--- src/rtl/voice_allocator.sv ---
// Polyphonic note-to-voice allocator driving per-voice ADSR new/release triggers.
// Optional macro VOICE_STEAL_EN: steal the oldest gated voice when every voice is gated.
module voice_allocator #(
    parameter int unsigned NUM_VOICES = 4,
    parameter int unsigned AGE_W      = 8
) (
    input  logic                    clk,
    input  logic                    rst,
    input  logic                    note_valid,
    input  logic                    note_on,
    input  logic [6:0]              note_num,
    output logic                    note_ready,
    input  logic [NUM_VOICES-1:0]   voice_busy,
    output logic [NUM_VOICES-1:0]   new_note_pulse,
    output logic [NUM_VOICES-1:0]   release_note_pulse,
    output logic [7*NUM_VOICES-1:0] voice_note,
    output logic [NUM_VOICES-1:0]   voice_gate,
    output logic                    drop_pulse
);
    localparam int unsigned IDX_W = $clog2(NUM_VOICES);

    typedef enum logic [0:0] {StIdle, StIssue} state_e;

    state_e                  state_q, state_d;
    logic [NUM_VOICES-1:0]   gate_q, new_q, rel_q;
    logic [7*NUM_VOICES-1:0] note_q;
    logic [AGE_W-1:0]        age_q [NUM_VOICES];
    logic                    drop_q;
    logic                    accept;

    logic             hit_found, free_found, old_found, sel_found;
    logic [IDX_W-1:0] hit_idx, free_idx, old_idx, sel_idx;
    logic [AGE_W-1:0] old_age;
`ifdef VOICE_STEAL_EN
    logic [IDX_W-1:0] steal_idx;
    logic [AGE_W-1:0] steal_age;
`endif

    assign note_ready = (state_q == StIdle) && !rst;
    assign accept     = note_valid && note_ready;

    always_comb begin
        state_d = state_q;
        case (state_q)
            StIdle:  if (accept) state_d = StIssue;
            StIssue: state_d = StIdle;
            default: state_d = StIdle;
        endcase
    end

    // Candidate searches scan ascending so that ties resolve to the lowest index.
    always_comb begin
        hit_found  = 1'b0;
        hit_idx    = '0;
        free_found = 1'b0;
        free_idx   = '0;
        old_found  = 1'b0;
        old_idx    = '0;
        old_age    = '0;
        for (int v = 0; v < NUM_VOICES; v++) begin
            if (!hit_found && gate_q[v] && note_q[7*v +: 7] == note_num) begin
                hit_found = 1'b1;
                hit_idx   = IDX_W'(v);
            end
            if (!free_found && !gate_q[v] && !voice_busy[v]) begin
                free_found = 1'b1;
                free_idx   = IDX_W'(v);
            end
            if (!gate_q[v] && (!old_found || age_q[v] > old_age)) begin
                old_found = 1'b1;
                old_idx   = IDX_W'(v);
                old_age   = age_q[v];
            end
        end
    end

`ifdef VOICE_STEAL_EN
    // Only consulted when all voices are gated, so every voice is a candidate.
    always_comb begin
        steal_idx = '0;
        steal_age = age_q[0];
        for (int v = 1; v < NUM_VOICES; v++) begin
            if (age_q[v] > steal_age) begin
                steal_idx = IDX_W'(v);
                steal_age = age_q[v];
            end
        end
    end
`endif

    always_comb begin
        sel_found = 1'b1;
        sel_idx   = hit_idx;
        if (!hit_found) begin
            if (free_found) begin
                sel_idx = free_idx;
            end else if (old_found) begin
                sel_idx = old_idx;
            end else begin
`ifdef VOICE_STEAL_EN
                sel_idx = steal_idx;
`else
                sel_found = 1'b0;
`endif
            end
        end
    end

    always_ff @(posedge clk) begin
        if (rst) begin
            state_q <= StIdle;
            gate_q  <= '0;
            note_q  <= '0;
            new_q   <= '0;
            rel_q   <= '0;
            drop_q  <= 1'b0;
            for (int v = 0; v < NUM_VOICES; v++) age_q[v] <= '0;
        end else begin
            state_q <= state_d;
            new_q   <= '0;
            rel_q   <= '0;
            drop_q  <= 1'b0;
            if (accept) begin
                if (note_on) begin
                    if (sel_found) begin
                        new_q[sel_idx]          <= 1'b1;
                        gate_q[sel_idx]         <= 1'b1;
                        note_q[7*sel_idx +: 7]  <= note_num;
                        for (int v = 0; v < NUM_VOICES; v++) begin
                            if (IDX_W'(v) == sel_idx) begin
                                age_q[v] <= '0;
                            end else if (age_q[v] != '1) begin
                                age_q[v] <= age_q[v] + 1'b1;
                            end
                        end
                    end else begin
                        drop_q <= 1'b1;
                    end
                end else if (hit_found) begin
                    rel_q[hit_idx]  <= 1'b1;
                    gate_q[hit_idx] <= 1'b0;
                end else begin
                    drop_q <= 1'b1;
                end
            end
        end
    end

    // Reset during the issue cycle masks the pending pulses immediately.
    assign new_note_pulse     = rst ? '0 : new_q;
    assign release_note_pulse = rst ? '0 : rel_q;
    assign drop_pulse         = rst ? 1'b0 : drop_q;
    assign voice_note         = note_q;
    assign voice_gate         = gate_q;

endmodule

--- config.mk ---
export PLATFORM = sky130hd
export DESIGN_NAME = voice_allocator
export DESIGN_NICKNAME = d
export VERILOG_FILES = /design/src/rtl/voice_allocator.sv
export SDC_FILE = /design/constraint.sdc
export NUM_CORES = 1
export LEC_CHECK = 0
export CORE_MARGIN = 1.5
export CORE_UTILIZATION = 50
export DETAILED_ROUTE_END_ITERATION = 16
export PLACE_DENSITY = 0.76
export SLEW_MARGIN = 20
export SYNTH_ARGS = -nofsm -noshare
export SYNTH_HDL_FRONTEND = slang
export SYNTH_SLANG_ARGS = --single-unit
export TNS_END_PERCENT = 20
--- constraint.sdc ---
create_clock -name clk -period 7.5 [get_ports clk]
set_input_delay 1.5 -clock clk [delete_from_list [all_inputs] [get_ports clk]]
set_output_delay 1.5 -clock clk [all_outputs]
set_load 0.02 [all_outputs]
==> flow_summary.json <==
{
  "setup_viol": 0,
  "min_path_type": "reg -> reg",
  "seq_area_sq_um": 1803,
  "p_int_mw": 0.7443,
  "crit_type": "reg -> reg",
  "power_density_nw_per_um2": 183.4,
  "p_seq_share_pct": 43.1,
  "synth-seq-cells": 74,
  "multiInputGateArea_sq_um": 2793,
  "area_growth_pct": 17.54,
  "syn_nets": 565,
  "skew_ps": 11.06,
  "design_power_total_mw": 1.044,
  "grt_antenna_before_repair": 0,
  "grt-ovfl-total": 0,
  "ys_seq_area_share_pct": 37.20,
  "via_per_inst": 5.848,
  "avgSynthCellArea_sq_um": 9.423,
  "p_clk_share_pct": 38.2,
  "cpLargestDelayFamily": "compound AO/OA/AOI/OAI gates",
  "grt_pass1_vias": 3880,
  "cts.htree.levels": 3,
  "synth_area_sq_um": 4843,
  "setup-tns-final_ps": 0,
  "layout-drive-gt1-share_pct": 5.893,
  "drc_errors": 0,
  "layout.nets": 606,
  "finalHoldViolCount": 0,
  "vdd.ir_drop.worst_v": 0.0001385,
  "postRouteAntennaNets": 0,
  "fp-row-count": 35,
  "max_freq_mhz": 146.6,
  "critPathMaxStageDelay_ps": 490,
  "ctsHoldBuffers": 0,
  "cts_max_path_buffers": 2,
  "wl_per_cell_um": 17.26,
  "use_met3_pct": 4.141,
  "grt_usage_pct": 24.41,
  "outcome": "complete, no violations",
  "grt_pass1_wl_mm": 19.31,
  "path_max_fanout": 19,
  "cts_tree": "built",
  "grt_use_met2_pct": 41.97,
  "rsz0062_at_grt": "false",
  "switching_share_pct": 28.70,
  "grt.busiest_layer": "met2",
  "die_area_sq_um": 10290,
  "crit_path_end_kind": "flop",
  "drv_slew": 0,
  "firstDrtPassIters": 5,
  "fin_crit_ps": 6819,
  "numCtsBuffers": 9,
  "power.leakage_nw": 2.162,
  "dr.first_iter.drc_count": 220,
  "dpl.hpwl_mm": 8.795,
  "synth_flop_cell": "dfxtp_1",
  "ios": 57,
  "clockRootBuffer": "clkbuf_8",
  "clkTransAtPathRegs_ps": 90,
  "insertion_delay_ps": 360,
  "wirelength_mm": 11.89,
  "timing.slew.headroom_pct": 47.66,
  "p_comb_share_pct": 18.7,
  "synthCells": 514,
  "portBuffers": 56,
  "path_buf_inv": 2,
  "grt_max_degree": 42,
  "antenna_cells": 0,
  "nFillCells": 815,
  "dr_total_vias": 4029,
  "clock_sink_count": 74,
  "cap_violations": 0,
  "synth-edff-count": 32,
  "crit_arrival_ps": 7050,
  "use_met1_pct": 31.19,
  "cpMostUsedCell": "ha_1",
  "core_area_sq_um": 9328,
  "layout_common_cells": "56 x clkdlybuf4s50_1, 52 x nor2_1, 41 x dfxtp_1",
  "required_ps": 7730,
  "ys_types": 51,
  "p_sw_mw": 0.2996,
  "die_height_um": 101.4,
  "crit_path_top_delay_cell": "dfxtp_2",
  "synth-async-reset-ratio_pct": 0,
  "ys_warn_count": 0,
  "worstSetupStartpointType": "flop",
  "die_w_um": 101.4,
  "finalCritPeriodShare_pct": 90.92,
  "tightest_slew_ps": 782.2,
  "start_util_pct": 51.92,
  "routabilityCongestion": 0.8888,
  "final_common_cell": "clkdlybuf4s50_1"
}
power groups by stage:
stage / Sequential [mW] / Combinational (mW) / Clock (mW)
final: 0.450 / 0.195 / 0.399
after global routing: 0.452 / 0.220 / 0.418
after CTS: 0.449 / 0.195 / 0.401
after detailed placement: 0.459 / 0.193 / 0
after global placement: 0.458 / 0.184 / 0
after floorplan: 0.454 / 0.143 / 0
final cells by class:
cell class / count / share of cell area (%)
clock inverter: 4 / 1.363
timing repair buffer: 58 / 10.11
inverter: 28 / 1.846
multi-input combinational: 384 / 49.05
sequential: 74 / 31.67
clock buffer: 12 / 3.121
tap: 129 / 2.835
cell usage after synthesis, types with 5 or more instances:
| library cell | instances | area (sq um) |
|---|---|---|
| nor3_1 | 12 | 60.06 |
| nand2_1 | 21 | 78.83 |
| nor2b_1 | 14 | 87.58 |
| inv_1 | 28 | 105.1 |
| and3_1 | 14 | 87.58 |
| dfxtp_1 | 42 | 840.8 |
| o31ai_1 | 7 | 52.55 |
| xor2_1 | 25 | 219.0 |
| o21ai_0 | 13 | 65.06 |
| xnor2_1 | 27 | 236.5 |
| buf_2 | 13 | 65.06 |
| nand4_1 | 9 | 56.30 |
| a21oi_1 | 11 | 55.05 |
| and2_1 | 5 | 31.28 |
| a211o_1 | 7 | 61.31 |
| edfxtp_1 | 32 | 960.9 |
| mux2_2 | 9 | 101.4 |
| a32o_1 | 14 | 140.1 |
| a31oi_1 | 8 | 50.05 |
| or3_1 | 8 | 50.05 |
| nand2b_1 | 17 | 106.4 |
| o32a_1 | 7 | 70.07 |
| ha_1 | 36 | 450.4 |
| a21o_1 | 7 | 52.55 |
| a21boi_0 | 7 | 52.55 |
| nand3_1 | 14 | 70.07 |
| nor2_1 | 52 | 195.2 |
| clkbuf_1 | 10 | 37.54 |
timing repair:
action | 4_1_cts | 5_1_grt
buffers inserted | 0 | 0
endpoints found under the setup margin | 0 | 9
gates resized for setup | 0 | 1
stage by stage:
step | hold slack [ps] | utilization, % | setup WS, ps | instances | instance area [sq um]
4_1_cts | 531.5 | 61.02 | 529.8 | 689 | 5692
3_3_place_gp | 504.4 | 58.28 | 830.8 | 673 | 5436
3_5_place_dp | 508.3 | 58.28 | 541.6 | 673 | 5436
6_report | 531.4 | 61.03 | 680.8 | 689 | 5693
2_1_floorplan | 579.3 | - | 1054 | 514 | 4843
5_1_grt | 546.8 | 61.03 | 160.1 | 689 | 5693
routing by layer:
metal,wire length [um],part of all wire [%],up-vias
li1,-,-,1956
met2,5918,50,135
met3,707,5.9,19
met5,0,0,-
met4,208,1.7,0
met1,5057,43,1919
registers in the layout, summed over array words and instances (netlist names):
signal      flops
state_q         1
voice_gate      4
voice_note     28
new_q           4
age_q          32
drop_q          1
rel_q           4
path summary, 6_finish.rpt:
path | start | slack [ps] | cells after the start | to
worst min register to register | voice_note[17] | 530 | 1 | voice_note[17]
worst max-delay path | voice_gate[0] | 680 | 27 | voice_note[12]
worst min-delay path | voice_note[17] | 530 | 1 | voice_note[17]
worst max register to register | voice_gate[0] | 680 | 27 | voice_note[12]
worst reg2reg max path, stage by stage, from the launching register on:
cell and delay, ps:
dfxtp_2 490, nand2b_1 190, ha_1 250, and4_1 230
a31oi_1 160, o21ai_1 120, a21oi_4 290, mux2_2 400
ha_1 280, nor2b_1 130, o211ai_1 150, a21oi_1 90
o21ai_1 420, buf_4 250, o21ai_0 110, ha_1 330
nand4_1 120, nor2_1 170, a21oi_1 80, o31a_1 290
a311o_1 380, a21boi_4 450, inv_1 190, ha_1 330
nand3b_1 120, a21o_1 380, o32a_1 220, o31ai_1 70
logic make-up after synthesis:
group / count (synthesis) / synth area share (%)
AND/OR/NAND/NOR: 176 / 18.94
AO/OA/AOI/OAI: 111 / 17.93
flip-flops: 74 / 37.20
buffers and inverters: 56 / 5.141
XOR/XNOR: 52 / 9.403
adder cells (fa/ha/maj): 36 / 9.300
multiplexers: 9 / 2.093
Note: power is estimated with default switching activity, not from simulation.
